`src/rtl/cam_capture_pkg.sv`:
```
// Shared types for the camera capture front end:
// FSM states, decimation codes and stream beat tag.
package cam_capture_pkg;

  typedef enum logic [1:0] {
    IDLE,
    WAIT_SOF,
    ACTIVE,
    DRAIN
  } cap_state_e;

  localparam logic [1:0] DEC_X1 = 2'b00;
  localparam logic [1:0] DEC_D2 = 2'b01;
  localparam logic [1:0] DEC_D4 = 2'b10;

  localparam int HDR_TYPE = 0;

  typedef struct packed {
    logic sop;
    logic eop;
  } beat_tag_t;

  function automatic logic [2:0] dec_step(input logic [1:0] dec);
    unique case (dec)
      DEC_D2:  return 3'd2;
      DEC_D4:  return 3'd4;
      default: return 3'd1;
    endcase
  endfunction

endpackage

```
`src/rtl/sync_fifo.sv`:
```
// Show-ahead FIFO with a registered output slot;
// count/free include the beat held at the output.
module sync_fifo #(
  parameter int W     = 14,
  parameter int DEPTH = 64,
  localparam int AW   = $clog2(DEPTH)
) (
  input  logic          clk,
  input  logic          reset,
  input  logic          wr_i,
  input  logic [W-1:0]  wdata_i,
  input  logic          rd_i,
  output logic [W-1:0]  rdata_o,
  output logic          valid_o,
  output logic [AW:0]   count_o,
  output logic [AW:0]   free_o
);

  logic [W-1:0]  mem_q [DEPTH];
  logic [AW-1:0] wp_q, rp_q;
  logic [AW:0]   mcnt_q, mcnt_d;
  logic [W-1:0]  dout_q;
  logic          vld_q;
  logic          pop, load;

  assign pop  = vld_q & rd_i;
  assign load = (mcnt_q != '0) & (!vld_q | pop);

  always_comb begin
    mcnt_d = mcnt_q;
    unique case ({wr_i, load})
      2'b10:   mcnt_d = mcnt_q + 1'b1;
      2'b01:   mcnt_d = mcnt_q - 1'b1;
      default: mcnt_d = mcnt_q;
    endcase
  end

  always_ff @(posedge clk) begin
    if (reset) begin
      wp_q   <= '0;
      rp_q   <= '0;
      mcnt_q <= '0;
      vld_q  <= 1'b0;
      dout_q <= '0;
    end else begin
      mcnt_q <= mcnt_d;
      if (wr_i) wp_q <= wp_q + 1'b1;
      if (load) begin
        rp_q   <= rp_q + 1'b1;
        dout_q <= mem_q[rp_q];
        vld_q  <= 1'b1;
      end else if (pop) begin
        vld_q  <= 1'b0;
      end
    end
  end

  // Storage has no reset; a read never targets the slot written this edge.
  always_ff @(posedge clk) begin
    if (wr_i) mem_q[wp_q] <= wdata_i;
  end

  assign rdata_o = dout_q;
  assign valid_o = vld_q;
  assign count_o = mcnt_q + {{AW{1'b0}}, vld_q};
  assign free_o  = (AW+1)'(DEPTH) - count_o;

endmodule

```
`src/rtl/cam_stream_capture.sv`:
```
// Camera pixel capture: FVAL/LVAL qualify, crop, decimate,
// and emit Avalon-ST Video packets through a show-ahead FIFO.
module cam_stream_capture #(
  parameter int PIX_W      = 12,
  parameter int CNT_W      = 12,
  parameter int FIFO_DEPTH = 64
) (
  input  logic             clk,
  input  logic             reset,
  input  logic [PIX_W-1:0] cam_d,
  input  logic             cam_fval,
  input  logic             cam_lval,
  input  logic             cfg_enable,
  input  logic [CNT_W-1:0] cfg_x0,
  input  logic [CNT_W-1:0] cfg_y0,
  input  logic [CNT_W-1:0] cfg_w,
  input  logic [CNT_W-1:0] cfg_h,
  input  logic [1:0]       cfg_dec,
  output logic [PIX_W-1:0] src_data,
  output logic             src_valid,
  input  logic             src_ready,
  output logic             src_sop,
  output logic             src_eop,
  output logic [15:0]      stat_frames,
  output logic [15:0]      stat_dropped,
  output logic             stat_overflow,
  input  logic             stat_clear
);
  import cam_capture_pkg::*;

  localparam int AW = $clog2(FIFO_DEPTH);
  localparam int XW = CNT_W + 1;
  localparam int BW = PIX_W + 2;

  typedef struct packed {
    beat_tag_t        tag;
    logic [PIX_W-1:0] data;
  } beat_t;

  cap_state_e       state_q, state_d;
  logic [PIX_W-1:0] d_q;
  logic             fv_q, lv_q, fval_q, lvp_q;
  logic             sof, qual, lrise, lfall;
  logic [XW-1:0]    x_q, y_q, x_cur;
  logic [XW-1:0]    x0_q, y0_q, w_q, h_q;
  logic [1:0]       dec_q;
  logic [XW-1:0]    dx, dy, step, mask;
  logic             keep, last;
  logic             wr, latch, frm_inc, drp_inc, ovf_set;
  beat_t            wbeat, rbeat;
  logic [BW-1:0]    rdata;
  logic [AW:0]      fifo_cnt, fifo_free;
  logic             no_room;
  logic [15:0]      frames_q, dropped_q;
  logic             ovf_q;

  // fval_q resets high so a frame already running at release is skipped.
  always_ff @(posedge clk) begin
    if (reset) begin
      d_q    <= '0;
      fv_q   <= 1'b1;
      lv_q   <= 1'b0;
      fval_q <= 1'b1;
      lvp_q  <= 1'b0;
    end else begin
      d_q    <= cam_d;
      fv_q   <= cam_fval;
      lv_q   <= cam_lval;
      fval_q <= fv_q;
      lvp_q  <= lv_q;
    end
  end

  assign sof   = fv_q & !fval_q;
  assign qual  = fv_q & lv_q;
  assign lrise = lv_q & !lvp_q;
  assign lfall = !lv_q & lvp_q;
  assign x_cur = lrise ? '0 : x_q;

  always_ff @(posedge clk) begin
    if (reset || sof) begin
      x_q <= '0;
      y_q <= '0;
    end else begin
      if (qual) x_q <= x_cur + 1'b1;
      if (lfall) y_q <= y_q + 1'b1;
    end
  end

  always_ff @(posedge clk) begin
    if (reset) begin
      x0_q  <= '0;
      y0_q  <= '0;
      w_q   <= '0;
      h_q   <= '0;
      dec_q <= DEC_X1;
    end else if (latch) begin
      x0_q  <= {1'b0, cfg_x0};
      y0_q  <= {1'b0, cfg_y0};
      w_q   <= {1'b0, cfg_w};
      h_q   <= {1'b0, cfg_h};
      dec_q <= cfg_dec;
    end
  end

  assign dx   = x_cur - x0_q;
  assign dy   = y_q - y0_q;
  assign step = XW'(dec_step(dec_q));
  assign mask = step - 1'b1;
  assign keep = qual
              && (x_cur >= x0_q) && (x_cur < x0_q + w_q)
              && (y_q >= y0_q) && (y_q < y0_q + h_q)
              && ((dx & mask) == '0) && ((dy & mask) == '0);
  assign last = (dx + step >= w_q) && (dy + step >= h_q);

  // The last free slot is held back for a packet terminator.
  assign no_room = (fifo_free < (AW+1)'(2))
                || (fifo_cnt >= (AW+1)'(FIFO_DEPTH));

  always_ff @(posedge clk) begin
    if (reset) state_q <= IDLE;
    else       state_q <= state_d;
  end

  always_comb begin
    state_d    = state_q;
    wr         = 1'b0;
    wbeat      = '0;
    latch      = 1'b0;
    frm_inc    = 1'b0;
    drp_inc    = 1'b0;
    ovf_set    = 1'b0;
    unique case (state_q)
      IDLE: begin
        if (cfg_enable) state_d = WAIT_SOF;
      end
      WAIT_SOF: begin
        if (!cfg_enable) begin
          state_d = IDLE;
        end else if (sof) begin
          latch = 1'b1;
          if (cfg_w != '0 && cfg_h != '0) begin
            if (no_room) begin
              drp_inc = 1'b1;
            end else begin
              wr            = 1'b1;
              wbeat.tag.sop = 1'b1;
              wbeat.data    = PIX_W'(HDR_TYPE);
              state_d       = ACTIVE;
            end
          end
        end
      end
      ACTIVE: begin
        if (!fv_q) begin
          wr            = 1'b1;
          wbeat.tag.eop = 1'b1;
          drp_inc       = 1'b1;
          state_d       = WAIT_SOF;
        end else if (keep) begin
          wr = 1'b1;
          if (no_room) begin
            wbeat.tag.eop = 1'b1;
            ovf_set       = 1'b1;
            drp_inc       = 1'b1;
            state_d       = DRAIN;
          end else begin
            wbeat.tag.eop = last;
            wbeat.data    = d_q;
            if (last) begin
              frm_inc = 1'b1;
              state_d = WAIT_SOF;
            end
          end
        end
      end
      DRAIN: begin
        if (!fv_q) state_d = WAIT_SOF;
      end
      default: state_d = IDLE;
    endcase
  end

  always_ff @(posedge clk) begin
    if (reset || stat_clear) begin
      frames_q  <= '0;
      dropped_q <= '0;
      ovf_q     <= 1'b0;
    end else begin
      if (frm_inc) frames_q <= frames_q + 1'b1;
      if (drp_inc) dropped_q <= dropped_q + 1'b1;
      if (ovf_set) ovf_q <= 1'b1;
    end
  end

  sync_fifo #(
    .W     (BW),
    .DEPTH (FIFO_DEPTH)
  ) u_fifo (
    .clk     (clk),
    .reset   (reset),
    .wr_i    (wr),
    .wdata_i (wbeat),
    .rd_i    (src_ready),
    .rdata_o (rdata),
    .valid_o (src_valid),
    .count_o (fifo_cnt),
    .free_o  (fifo_free)
  );

  assign rbeat         = rdata;
  assign src_data      = rbeat.data;
  assign src_sop       = rbeat.tag.sop;
  assign src_eop       = rbeat.tag.eop;
  assign stat_frames   = frames_q;
  assign stat_dropped  = dropped_q;
  assign stat_overflow = ovf_q;

endmodule
```
`config.mk`:
```
export PLATFORM = sky130hd
export DESIGN_NAME = cam_stream_capture
export DESIGN_NICKNAME = d
export VERILOG_FILES = /design/src/rtl/cam_capture_pkg.sv /design/src/rtl/sync_fifo.sv /design/src/rtl/cam_stream_capture.sv
export SDC_FILE = /design/constraint.sdc
export NUM_CORES = 1
export LEC_CHECK = 0
export ABC_AREA = 0
export CAP_MARGIN = 20
export CORE_UTILIZATION = 65
export CTS_BUF_LIST = sky130_fd_sc_hd__clkbuf_16
export DETAILED_ROUTE_END_ITERATION = 8
export PLACE_DENSITY_LB_ADDON = 0.2
export SYNTH_ARGS = -nofsm -noshare
export SYNTH_HDL_FRONTEND = slang
export SYNTH_SLANG_ARGS = --single-unit
```
`constraint.sdc`:
```
create_clock -name clk -period 10.93 [get_ports clk]
set_input_delay 1.093 -clock clk [delete_from_list [all_inputs] [get_ports clk]]
set_output_delay 1.093 -clock clk [all_outputs]
set_load 0.01 [all_outputs]
```
==> flow_summary.ini <==
[run_status]
outcome = finished, final reports clean

[detailed_routing]
totalWireLength_mm = 116
dr.first_iter.drc_count = 3515
avgRoutedWirePerCell_um = 26.5
vias_per_cell = 6.61
detail-route-antenna-nets = 0
dr.pass1.iters = 6
post-route-drc-count = 0
detailroute.via_count = 28967

[setup_path]
critical-path-top-delay-family = simple AND/OR/NAND/NOR gates
cpMostUsedCell = o21ai_0
critical_path.max_stage_delay_ps = 980
worst_setup_path_start_kind = register
crit_path_cell_trace = ha_1, inv_1, fa_1, nor2b_1, o21ai_0, a21oi_1, o21ai_0, a21oi_1, o21ai_0, a21boi_0, o21a_1, o41ai_1, ha_1, or4_4, a2111oi_4, nand4_1, a2111oi_4, a31oi_1, o21bai_2, and2_1, inv_2, or4b_1, nor2_1
data_required_time_of_the_critical_path_ps = 11200
crit_path_max_fanout = 14
critical_path_arrival_ps = 7480
critPathKind = register to register
cp.buffers_inverters = 2
critPathCaptureType = register
cell_with_the_biggest_individual_delay_on_the_critical_path = nor2_1

[place]
place.detailed.instances = 4145
place_hpwl_mm = 70.1
port_buffers = 116
gp_congestion = 0.920

[synthesis]
synth_top_flop_cell = edfxtp_1
synth_seq_cells = 1057
synth.cell_area_sq_mm = 0.0459
synthDistinctLibCells = 72
synth_cells = 3224
synth_nets = 3427
post_synth_edffs = 896
seq_area_frac_synth_pct = 65.6
postSynthAreaPerCell_sq_um = 14.3
ys_async_sr_fraction_pct = 0
synthesis.yosys.warnings = 0

[layout]
area_added_between_synthesis_and_finish_pct = 12.7
post_route_cells_drive_above_1_share_pct = 12.9
commonest_non_fill_non_tap_cell_in_the_layout = edfxtp_1
most-common-layout-cells = edfxtp_1, nand2_1, a21oi_1, mux2i_1, nor2_1
num-nets-final = 3556
final_cell_count_without_fillers = 4381

[floorplanning]
fp.coreArea_sq_mm = 0.0700
row_count = 97
die_y_um = 268
io_pins = 117
die_w_um = 268
effective_utilization_at_floorplan_pct = 65.6
floorplan.die_area_sq_mm = 0.0718

[clocking]
htreeDepth = 3
insertion_delay_ps = 670
cts.repair_timing.setup_buffer_count = 0
hold_buffers = 0
clockBufferDepth = 3
number_of_buffers_added_by_the_clock_tree_synthesis_step = 102
clk_root_buffer_cell = clkbuf_16
clk_pin_slew_ps = 60
clock_tree_from_tritoncts = yes
cts_resized = 0
clock_sinks = 1057

[sta]
timing.final.crit_period_ps = 7210
grt_setup_unrepaired = no
fmax_mhz = 139
number_of_failing_setup_endpoints_in_the_final_timing_report = 0
worst_slew_pin_slew_ps = 1140
relSlewSlack_pct = 23.4
setup-tns-final_ps = 0
clock-skew-final_ps = 25.9
timing.final.crit_share_pct = 65.9
timing_hold_violations_final = 0
timing_max_transition_violations_final = 0

[worst_hold_path]
hold_path_class = register to register

[pwr]
power_frac_seq_pct = 48.7
share_clk_of_total_power_pct = 38.5
netSwitchingPower_mw = 2.25
leakagePower_nw = 15.7
irDropWorstVdd_uv = 144
cellInternalPower_mw = 6.87
combPwrFrac_pct = 12.8
p_sw_share_pct = 24.7
power_density_mw_per_mm2 = 176

[global_route]
grt_start_max_net_pins = 142
global_route.usage.total_pct = 32.4
first_global_vias = 28157
globalRoute.totalOverflow = 0
antenna_found_initial = 3
grt_pass1_wl_mm = 171

[run]
timing.max_cap.violations = 0
[metrics by stage]
stage               utilization [%]  total power [mW]  worst slack, ps  hold slack, ps  area [sq um]
global route                   73.9              9.39             3370             511         51800
detailed placement             68.5              5.67             3700             472         48000
CTS                            73.3              9.13             3580             484         51300
global placement               68.4              5.63             3850             455         47900
floorplan                         -              5.38             4460             445         45900
finish                         73.9              9.11             3720             486         51800
[flip-flops by register name (all words and copies together) (netlist names)]
signal          cells
d_q                12
dec_q               2
fv_q                1
fval_q              1
h_q                12
lv_q                1
lvp_q               1
stat_dropped       16
stat_frames        16
stat_overflow       1
state_q             2
u_fifo.mcnt_q       7
u_fifo.mem_q      896
u_fifo.rdata_o     14
u_fifo.rp_q         6
u_fifo.valid_o      1
u_fifo.wp_q         6
w_q                12
x0_q               12
x_q                13
y0_q               12
y_q                13
[area by class of cell]
class | count | area, sq um
clock inverters | 82 | 667
repair buffers | 195 | 1890
multi-input cells | 1892 | 14800
well taps | 940 | 1180
flip-flops and latches | 1057 | 30100
inverters | 105 | 394
clock buffers | 107 | 2680
fillers | 4310 | 18300
diodes | 3 | 7.51
[layer usage]
metal	part of all wire [%]	global-route usage [%]	up-vias
li1	-	-	12649
met1	38	44.3	14235
met2	47	51.7	1790
met3	11	6.36	293
met4	3.8	12.8	0
met5	0	0	-
[path summary, 6_finish.rpt]
check | depth (start not counted) | slack (ps) | startpoint | to
worst max-delay path | 23 | 3720 | w_q[0] | u_fifo.mem_q[50][10]
worst min-delay path | 2 | 490 | stat_overflow | stat_overflow
worst max register to register | 23 | 3720 | w_q[0] | u_fifo.mem_q[50][10]
worst min register to register | 2 | 490 | stat_overflow | stat_overflow
[synthesized netlist by cell type, types with 50 or more instances]
master	number	area (sq um)
nor2_1	172	646
mux4_2	112	2520
clkbuf_1	119	447
o221ai_1	56	490
a21oi_1	229	1150
mux2_2	56	631
nand3_1	53	265
o21ai_0	94	470
nand2_1	238	893
a211oi_1	67	503
o22ai_1	59	369
dfxtp_1	161	3220
mux2i_1	175	1750
edfxtp_1	896	26900
ha_1	127	1590
inv_1	103	387
xor2_1	50	438
[power groups by stage]
stage | combinational [mW] | sequential [mW] | clock [mW]
4_1_cts | 1.15 | 4.44 | 3.54
3_3_place_gp | 1.11 | 4.52 | 0
5_1_grt | 1.25 | 4.44 | 3.70
6_report | 1.16 | 4.44 | 3.51
2_1_floorplan | 0.944 | 4.44 | 0
3_5_place_dp | 1.15 | 4.52 | 0
[worst register-to-register path: stages, from the launching register on]
cell	delay, ps
dfxtp_1	370
ha_1	210
inv_1	70
fa_1	400
nor2b_1	130
o21ai_0	120
a21oi_1	190
o21ai_0	120
a21oi_1	180
o21ai_0	120
a21boi_0	200
o21a_1	150
o41ai_1	70
ha_1	200
or4_4	550
a2111oi_4	300
nand4_1	210
a2111oi_4	450
a31oi_1	180
o21bai_2	240
and2_1	350
inv_2	110
or4b_1	920
nor2_1	980
[kinds of logic (layout without fill, tap and decap cells)]
logic type | Yosys count | after routing | synth area share, %
simple gates | 692 | 692 | 7.18
other cells | 0 | 3 | 0
buf+inv | 275 | 489 | 2.31
compound gates | 624 | 624 | 8.61
mux | 343 | 343 | 10.7
fa+ha+maj | 134 | 134 | 3.76
flops | 1057 | 1057 | 65.6
xor+xnor | 99 | 99 | 1.89
Power figures use the tool's default switching activity.
